`config.mk`:
```
export PLATFORM = sky130hd
export DESIGN_NAME = vai_c2_rsp_arb_flat
export DESIGN_NICKNAME = d
export VERILOG_FILES = /design/src/rtl/vai_c2_rsp_arb_if.sv /design/src/rtl/vai_c2_rsp_arb.sv /design/src/flat_wrapper.sv
export SDC_FILE = /design/constraint.sdc
export NUM_CORES = 1
export LEC_CHECK = 0
export CAP_MARGIN = 20
export CELL_PAD_IN_SITES_DETAIL_PLACEMENT = 1
export CELL_PAD_IN_SITES_GLOBAL_PLACEMENT = 1
export CORE_AREA = 5 5 265 267
export CTS_CLUSTER_SIZE = 16
export DETAILED_ROUTE_END_ITERATION = 7
export DIE_AREA = 0 0 270 272
export GPL_TIMING_DRIVEN = 1
export PLACE_DENSITY = 0.87
export REMOVE_ABC_BUFFERS = 1
export SETUP_SLACK_MARGIN = 0.15
export SLEW_MARGIN = 20
export SYNTH_ARGS = -nofsm -noshare
export SYNTH_HDL_FRONTEND = slang
export SYNTH_SLANG_ARGS = --single-unit
export TNS_END_PERCENT = 50
```
`constraint.sdc`:
```
create_clock -name pClk -period 8.2 [get_ports pClk]
set_input_delay 1.23 -clock pClk [delete_from_list [all_inputs] [get_ports pClk]]
set_output_delay 1.23 -clock pClk [all_outputs]
set_load 0.01 [all_outputs]
```
`src/rtl/vai_c2_rsp_arb_if.sv`:
```
// c2 response arbiter bundle: forward/response inputs,
// registered c2 outputs and status.
`timescale 1ns/1ps
interface vai_c2_rsp_arb_if #(
  parameter int TID_WIDTH = 9
);
  logic                 fwd_rd_valid;
  logic [TID_WIDTH-1:0] fwd_rd_tid;
  logic                 mgr_rsp_valid;
  logic [TID_WIDTH-1:0] mgr_rsp_tid;
  logic [63:0]          mgr_rsp_data;
  logic                 afu_rsp_valid;
  logic [TID_WIDTH-1:0] afu_rsp_tid;
  logic [63:0]          afu_rsp_data;
  logic                 c2_valid;
  logic [TID_WIDTH-1:0] c2_tid;
  logic [63:0]          c2_data;
  logic                 pend_full;
  logic [15:0]          timeout_cnt;
  logic [2:0]           err_flags;

  modport master (
    output fwd_rd_valid, fwd_rd_tid,
    output mgr_rsp_valid, mgr_rsp_tid, mgr_rsp_data,
    output afu_rsp_valid, afu_rsp_tid, afu_rsp_data,
    input  c2_valid, c2_tid, c2_data,
    input  pend_full, timeout_cnt, err_flags
  );

  modport slave (
    input  fwd_rd_valid, fwd_rd_tid,
    input  mgr_rsp_valid, mgr_rsp_tid, mgr_rsp_data,
    input  afu_rsp_valid, afu_rsp_tid, afu_rsp_data,
    output c2_valid, c2_tid, c2_data,
    output pend_full, timeout_cnt, err_flags
  );
endinterface

```
`src/rtl/vai_c2_rsp_arb.sv`:
```
// c2 MMIO read response arbiter: merges local and sub-AFU
// responses, tracks forwarded reads, synthesizes timeouts.
`timescale 1ns/1ps
module vai_c2_rsp_arb #(
  parameter int PEND_DEPTH = 16,
  parameter int RSP_DEPTH  = 8,
  parameter int TIMEOUT    = 4096,
  parameter int TID_WIDTH  = 9
) (
  input logic             pClk,
  input logic             Resetb,
  vai_c2_rsp_arb_if.slave bus
);
  localparam int PAW = $clog2(PEND_DEPTH);
  localparam int RAW = $clog2(RSP_DEPTH);
  localparam int AGW = $clog2(TIMEOUT);
  localparam int RW  = TID_WIDTH + 64;

  typedef enum logic [1:0] {
    P_EMPTY, P_WAIT, P_EXPIRED
  } state_t;

  logic [TID_WIDTH-1:0] r_pend_mem [PEND_DEPTH];
  logic [PAW-1:0]       r_pend_rd, r_pend_wr;
  logic [PAW:0]         r_pend_cnt;
  logic [RW-1:0]        r_rsp_mem [RSP_DEPTH];
  logic [RAW-1:0]       r_rsp_rd, r_rsp_wr;
  logic [RAW:0]         r_rsp_cnt;
  state_t               r_state;
  logic [AGW-1:0]       r_age;
  logic                 r_c2_valid;
  logic [TID_WIDTH-1:0] r_c2_tid;
  logic [63:0]          r_c2_data;
  logic [15:0]          r_to_cnt;
  logic [2:0]           r_err;

  logic                 w_pend_ne, w_pend_full;
  logic                 w_rsp_ne, w_rsp_full;
  logic [TID_WIDTH-1:0] w_pend_head;
  logic [TID_WIDTH-1:0] w_rsp_tid;
  logic [63:0]          w_rsp_data;
  logic                 w_match;
  logic                 w_g_mgr, w_g_afu, w_g_to;
  logic                 w_stray, w_emit;
  logic                 w_pend_push, w_pend_pop;
  logic                 w_pend_ovf;
  logic                 w_rsp_push, w_rsp_pop;
  logic                 w_rsp_ovf;
  logic [PAW:0]         w_pend_cnt_nxt;
  state_t               w_state_nxt;
  logic [AGW-1:0]       w_age_nxt;
  logic [TID_WIDTH-1:0] w_c2_tid;
  logic [63:0]          w_c2_data;

  assign w_pend_ne   = (r_pend_cnt != '0);
  assign w_pend_full = (r_pend_cnt == (PAW+1)'(PEND_DEPTH));
  assign w_rsp_ne    = (r_rsp_cnt != '0);
  assign w_rsp_full  = (r_rsp_cnt == (RAW+1)'(RSP_DEPTH));
  assign w_pend_head = r_pend_mem[r_pend_rd];
  assign w_rsp_tid   = r_rsp_mem[r_rsp_rd][RW-1:64];
  assign w_rsp_data  = r_rsp_mem[r_rsp_rd][63:0];

  // Only the two FIFO heads are compared: replies come back in order.
  assign w_match = w_rsp_ne & w_pend_ne
                 & (w_rsp_tid == w_pend_head);
  assign w_g_mgr = bus.mgr_rsp_valid;
  assign w_g_afu = ~w_g_mgr & w_match;
  assign w_stray = ~w_g_mgr & w_rsp_ne & ~w_match;
  assign w_g_to  = ~w_g_mgr & ~w_match
                 & (r_state == P_EXPIRED);
  assign w_emit  = w_g_mgr | w_g_afu | w_g_to;

  assign w_pend_pop  = w_g_afu | w_g_to;
  assign w_pend_push = bus.fwd_rd_valid
                     & (~w_pend_full | w_pend_pop);
  assign w_pend_ovf  = bus.fwd_rd_valid
                     & w_pend_full & ~w_pend_pop;
  assign w_rsp_pop   = w_g_afu | w_stray;
  assign w_rsp_push  = bus.afu_rsp_valid & ~w_rsp_full;
  assign w_rsp_ovf   = bus.afu_rsp_valid & w_rsp_full;

  assign w_pend_cnt_nxt = r_pend_cnt
                        + (PAW+1)'(w_pend_push)
                        - (PAW+1)'(w_pend_pop);

  // FIFO storage, no reset needed: guarded by counts.
  always_ff @(posedge pClk) begin
    if (w_pend_push)
      r_pend_mem[r_pend_wr] <= bus.fwd_rd_tid;
    if (w_rsp_push)
      r_rsp_mem[r_rsp_wr] <= {bus.afu_rsp_tid,
                              bus.afu_rsp_data};
  end

  // FIFO pointers and occupancy.
  always_ff @(posedge pClk or negedge Resetb) begin
    if (!Resetb) begin
      r_pend_rd  <= '0;
      r_pend_wr  <= '0;
      r_pend_cnt <= '0;
      r_rsp_rd   <= '0;
      r_rsp_wr   <= '0;
      r_rsp_cnt  <= '0;
    end else begin
      if (w_pend_push) r_pend_wr <= r_pend_wr + 1'b1;
      if (w_pend_pop)  r_pend_rd <= r_pend_rd + 1'b1;
      r_pend_cnt <= w_pend_cnt_nxt;
      if (w_rsp_push) r_rsp_wr <= r_rsp_wr + 1'b1;
      if (w_rsp_pop)  r_rsp_rd <= r_rsp_rd + 1'b1;
      r_rsp_cnt <= r_rsp_cnt
                 + (RAW+1)'(w_rsp_push)
                 - (RAW+1)'(w_rsp_pop);
    end
  end

  // Head FSM state and age register.
  always_ff @(posedge pClk or negedge Resetb) begin
    if (!Resetb) begin
      r_state <= P_EMPTY;
      r_age   <= '0;
    end else begin
      r_state <= w_state_nxt;
      r_age   <= w_age_nxt;
    end
  end

  // Head FSM: age the head read; expiry lands as age hits TIMEOUT-1.
  always_comb begin
    w_state_nxt = r_state;
    w_age_nxt   = r_age;
    if (w_pend_pop) begin
      w_age_nxt   = '0;
      w_state_nxt = (w_pend_cnt_nxt != '0) ? P_WAIT
                                           : P_EMPTY;
    end else begin
      unique case (r_state)
        P_EMPTY: begin
          if (w_pend_ne) begin
            w_state_nxt = P_WAIT;
            w_age_nxt   = '0;
          end
        end
        P_WAIT: begin
          w_age_nxt = r_age + 1'b1;
          if (r_age == AGW'(TIMEOUT - 2))
            w_state_nxt = P_EXPIRED;
        end
        P_EXPIRED: ;
        default: w_state_nxt = P_EMPTY;
      endcase
    end
  end

  // c2 payload select; the timeout payload is the default.
  always_comb begin
    w_c2_tid  = w_pend_head;
    w_c2_data = '1;
    unique case (1'b1)
      w_g_mgr: begin
        w_c2_tid  = bus.mgr_rsp_tid;
        w_c2_data = bus.mgr_rsp_data;
      end
      w_g_afu: begin
        w_c2_tid  = w_rsp_tid;
        w_c2_data = w_rsp_data;
      end
      default: ;
    endcase
  end

  // Registered c2 outputs, timeout counter and sticky errors.
  always_ff @(posedge pClk or negedge Resetb) begin
    if (!Resetb) begin
      r_c2_valid <= 1'b0;
      r_c2_tid   <= '0;
      r_c2_data  <= '0;
      r_to_cnt   <= '0;
      r_err      <= '0;
    end else begin
      r_c2_valid <= w_emit;
      if (w_emit) begin
        r_c2_tid  <= w_c2_tid;
        r_c2_data <= w_c2_data;
      end
      if (w_g_to && r_to_cnt != 16'hFFFF)
        r_to_cnt <= r_to_cnt + 16'd1;
      r_err <= r_err | {w_stray, w_rsp_ovf, w_pend_ovf};
    end
  end

  assign bus.c2_valid    = r_c2_valid;
  assign bus.c2_tid      = r_c2_tid;
  assign bus.c2_data     = r_c2_data;
  assign bus.pend_full   = w_pend_full;
  assign bus.timeout_cnt = r_to_cnt;
  assign bus.err_flags   = r_err;
endmodule

```
`src/flat_wrapper.sv`:
```
// flat-port wrapper written by rule: the top's interface ports become plain ports
module vai_c2_rsp_arb_flat 
#(
  parameter int PEND_DEPTH = 16,
  parameter int RSP_DEPTH  = 8,
  parameter int TIMEOUT    = 4096,
  parameter int TID_WIDTH  = 9
)
  (pClk, Resetb, bus_fwd_rd_valid, bus_fwd_rd_tid, bus_mgr_rsp_valid, bus_mgr_rsp_tid, bus_mgr_rsp_data, bus_afu_rsp_valid, bus_afu_rsp_tid, bus_afu_rsp_data, bus_c2_valid, bus_c2_tid, bus_c2_data, bus_pend_full, bus_timeout_cnt, bus_err_flags);
  vai_c2_rsp_arb_if #(.TID_WIDTH(TID_WIDTH)) bus_i ();
  input logic pClk;
  input logic Resetb;
  input wire logic [$bits(bus_i.fwd_rd_valid)-1:0] bus_fwd_rd_valid;
  input wire logic [$bits(bus_i.fwd_rd_tid)-1:0] bus_fwd_rd_tid;
  input wire logic [$bits(bus_i.mgr_rsp_valid)-1:0] bus_mgr_rsp_valid;
  input wire logic [$bits(bus_i.mgr_rsp_tid)-1:0] bus_mgr_rsp_tid;
  input wire logic [$bits(bus_i.mgr_rsp_data)-1:0] bus_mgr_rsp_data;
  input wire logic [$bits(bus_i.afu_rsp_valid)-1:0] bus_afu_rsp_valid;
  input wire logic [$bits(bus_i.afu_rsp_tid)-1:0] bus_afu_rsp_tid;
  input wire logic [$bits(bus_i.afu_rsp_data)-1:0] bus_afu_rsp_data;
  output wire logic [$bits(bus_i.c2_valid)-1:0] bus_c2_valid;
  output wire logic [$bits(bus_i.c2_tid)-1:0] bus_c2_tid;
  output wire logic [$bits(bus_i.c2_data)-1:0] bus_c2_data;
  output wire logic [$bits(bus_i.pend_full)-1:0] bus_pend_full;
  output wire logic [$bits(bus_i.timeout_cnt)-1:0] bus_timeout_cnt;
  output wire logic [$bits(bus_i.err_flags)-1:0] bus_err_flags;
  assign bus_i.fwd_rd_valid = bus_fwd_rd_valid;
  assign bus_i.fwd_rd_tid = bus_fwd_rd_tid;
  assign bus_i.mgr_rsp_valid = bus_mgr_rsp_valid;
  assign bus_i.mgr_rsp_tid = bus_mgr_rsp_tid;
  assign bus_i.mgr_rsp_data = bus_mgr_rsp_data;
  assign bus_i.afu_rsp_valid = bus_afu_rsp_valid;
  assign bus_i.afu_rsp_tid = bus_afu_rsp_tid;
  assign bus_i.afu_rsp_data = bus_afu_rsp_data;
  assign bus_c2_valid = bus_i.c2_valid;
  assign bus_c2_tid = bus_i.c2_tid;
  assign bus_c2_data = bus_i.c2_data;
  assign bus_pend_full = bus_i.pend_full;
  assign bus_timeout_cnt = bus_i.timeout_cnt;
  assign bus_err_flags = bus_i.err_flags;
  vai_c2_rsp_arb #(.PEND_DEPTH(PEND_DEPTH), .RSP_DEPTH(RSP_DEPTH), .TIMEOUT(TIMEOUT), .TID_WIDTH(TID_WIDTH)) u_core (.pClk(pClk), .Resetb(Resetb), .bus(bus_i));
endmodule
```
==> impl_metrics.yaml <==
logic_synthesis:
  syn_avg_cell_area_um2: 19.2
  synth.area.top_cells: "edfxtp_1 64%, mux4_2 11%, dfrtp_1 9.6%"
  synth_top_cell_by_area: "edfxtp_1"
  yosysSeqAreaShare_pct: 73.8
  synth_seq_cells: 858
  netlist_instances: 1770
  synth.most_common_cell: "edfxtp_1"
  synth_top_area_share_pct: 64.2
  yosys_warnings: 0
  async_reset_ff_share_pct: 15.2
  synth_edf_count: 728
  synthTopCellsByCount: "728 x edfxtp_1, 173 x mux4_2, 130 x dfrtp_1"
  synth_ff_type: "edfxtp_1"
  ys_types: 60
  syn_area_um2: 34000
critical_path:
  cp_max_fo: 74
  crit_required_ns: 8.67
  start_kind: "flop"
  cp_cell_sequence: "buf_4 -> mux4_2 -> mux2_2 -> and3_1 -> nor3_2 -> nand4_2 -> nor2_4 -> buf_4 -> buf_4 -> nor2_2 -> mux2i_1 -> o21ai_0"
  crit_type: "reg -> reg"
  crit_family: "buffers and inverters"
  cpMostUsedCell: "buf_4"
  cp.arrival_ns: 6.13
  worstPathBufferInverterCount: 3
  cpPeakStageDelay_ns: 0.84
  slowest_stage: "dfrtp_4"
  end_kind: "flop"
clock_tree:
  root_buffer: "clkbuf_16"
  clockBufferDepth: 3
  clk_latency_ns: 0.64
  holdBufCountCts: 0
  htree_levels: 3
  cts_buffers: 86
  postCtsSetupBuffers: 0
  path_clk_slew_ns: 0.06
  clock-sinks: 858
  cts_resized: 0
  tritoncts: "done"
detailed_routing:
  via_count: 18411
  via_per_inst: 6.13
  antenna_left: 0
  wl_per_cell_um: 30.0
  drtPass1Iterations: 5
  wirelength_um: 90000
  drtIter0Drc: 1745
  drc: 0
power:
  power.density_nw_per_um2: 325
  vdd_drop_max_v: 0.000183
  power.total_mw: 13.1
  p_leak_nw: 14.1
timing:
  drv_slew: 0
  setup_viol: 0
  fin_hold_ws_ns: 0.473
  rsz0062_at_grt: "no"
  slew_headroom_pct: 28.1
  fin_worst_skew_ns: 0.0214
  tightestPinTransition_ns: 1.08
  period_share_pct: 69.0
  hold_viol: 0
  fmax_ghz: 0.177
  post-route-min-period_ns: 5.66
global_route:
  grt_pass1_wl_um: 135000
  grtUsageTotal_pct: 24.3
  first_global_vias: 20588
  grt_overflow_total: 0
  antenna_found_initial: 17
  grt_max_degree: 78
floorplanning:
  dieArea_um2: 73400
  ioPinCount: 254
  coreArea_um2: 67900
  die_w_um: 270
  initial_core_util_pct: 50.1
  num_rows: 96
  die_h_um: 272
place:
  io_buffers: 253
  dpl.hpwl_um: 53200
  finalWeightedCongestion: 0.806
  placed_cell_area_um2: 37500
status:
  outcome: "finished, final reports clean"
min_path:
  hp-class: "reg -> reg"
final_layout:
  nets: 2225
  synthToLayoutAreaGrowth_pct: 18.7
  fin_area_um2: 40400
  drive_gt1_share_pct: 17.8
run:
  drv_cap: 0
-- path summary, 6_finish.rpt --
| kind | endpoint | slack (ns) | cells after the start | start |
|---|---|---|---|---|
| worst min register to register | u_core.bus.err_flags[1] | 0.47 | 1 | u_core.bus.err_flags[1] |
| min in group asynchronous | u_core.bus.c2_tid[8] | 0.58 | 1 | Resetb |
| max in group asynchronous | u_core.r_rsp_rd[0] | 6.09 | 2 | Resetb |
| worst max register to register | u_core.bus.c2_tid[8] | 2.54 | 12 | u_core.r_rsp_rd[0] |
| worst max-delay path | u_core.bus.c2_tid[8] | 2.54 | 12 | u_core.r_rsp_rd[0] |
| worst min-delay path | u_core.bus.err_flags[1] | 0.47 | 1 | u_core.bus.err_flags[1] |
-- sequential cells by signal, indices dropped and copies added (netlist names), 4 cells and up --
name,flops
u_core.bus.c2_data,64
u_core.bus.c2_tid,9
u_core.bus.timeout_cnt,16
u_core.r_age,12
u_core.r_pend_cnt,5
u_core.r_pend_mem,144
u_core.r_pend_rd,4
u_core.r_pend_wr,4
u_core.r_rsp_cnt,4
u_core.r_rsp_mem,584
-- worst reg2reg max path: stages, from the launching register on --
cell and delay [ns]:
dfrtp_4 0.84, buf_4 0.70, mux4_2 0.59, mux2_2 0.33, and3_1 0.17, nor3_2 0.21, nand4_2 0.26, nor2_4 0.20
buf_4 0.60, buf_4 0.82, nor2_2 0.43, mux2i_1 0.25, o21ai_0 0.11
-- cells by family (layout without fill, tap and decap cells) --
group,after synthesis,after routing,share of synthesized area [%]
xor+xnor,37,37,0.952
mux,280,280,14.6
compound gates,212,212,4.51
buf+inv,122,464,1.65
simple gates,237,237,3.54
flops,858,858,73.8
fa+ha+maj,24,24,0.926
other cells,0,7,0
-- per-stage QoR --
stage	setup slack, ns	utilization (%)	setup TNS (ns)	std cells
5_1_grt	2.21	59.5	0	2998
6_report	2.54	59.5	0	3001
3_5_place_dp	2.57	55.3	0	2835
3_3_place_gp	2.87	55.2	0	2835
4_1_cts	2.52	59.5	0	2994
2_1_floorplan	-2.49	-	-420.67	1674
-- routing by layer --
layer,vias up,global-route usage (%),share of wire [%]
met2,815,42.6,52
met4,18,8.87,3.2
met3,188,5.73,7.2
met1,9682,29.6,37
li1,7708,-,-
met5,-,0,0.13
-- cells in the final DEF, fill, tap and decap left out, types with 19 or more instances in the layout --
master	instances
a211oi_1	67
a21o_1	68
buf_4	26
clkbuf_16	87
clkdlybuf4s50_1	251
dfrtp_1	127
edfxtp_1	728
ha_1	22
inv_1	24
mux2i_1	96
mux4_2	173
nand2_1	42
nor2_1	34
nor3_1	69
o21ai_0	19
xnor2_1	23
-- power breakdown --
group          total (mW)  internal, mW  switching, mW
Combinational        3.32          1.49           1.83
Sequential           5.84          5.41          0.426
Clock                3.99          2.30           1.69
Total                13.1          9.20           3.94
-- cell type report --
| cell class | instances | area, um^2 |
|---|---|---|
| clock buffer | 108 | 2320 |
| inverter | 26 | 101 |
| tap | 882 | 1100 |
| fill | 5815 | 27500 |
| timing repair buffer | 279 | 2730 |
| antenna | 7 | 17.5 |
| sequential | 858 | 25100 |
| clock inverter | 51 | 534 |
| multi-input combinational | 790 | 8460 |
Power figures use the tool's default switching activity.
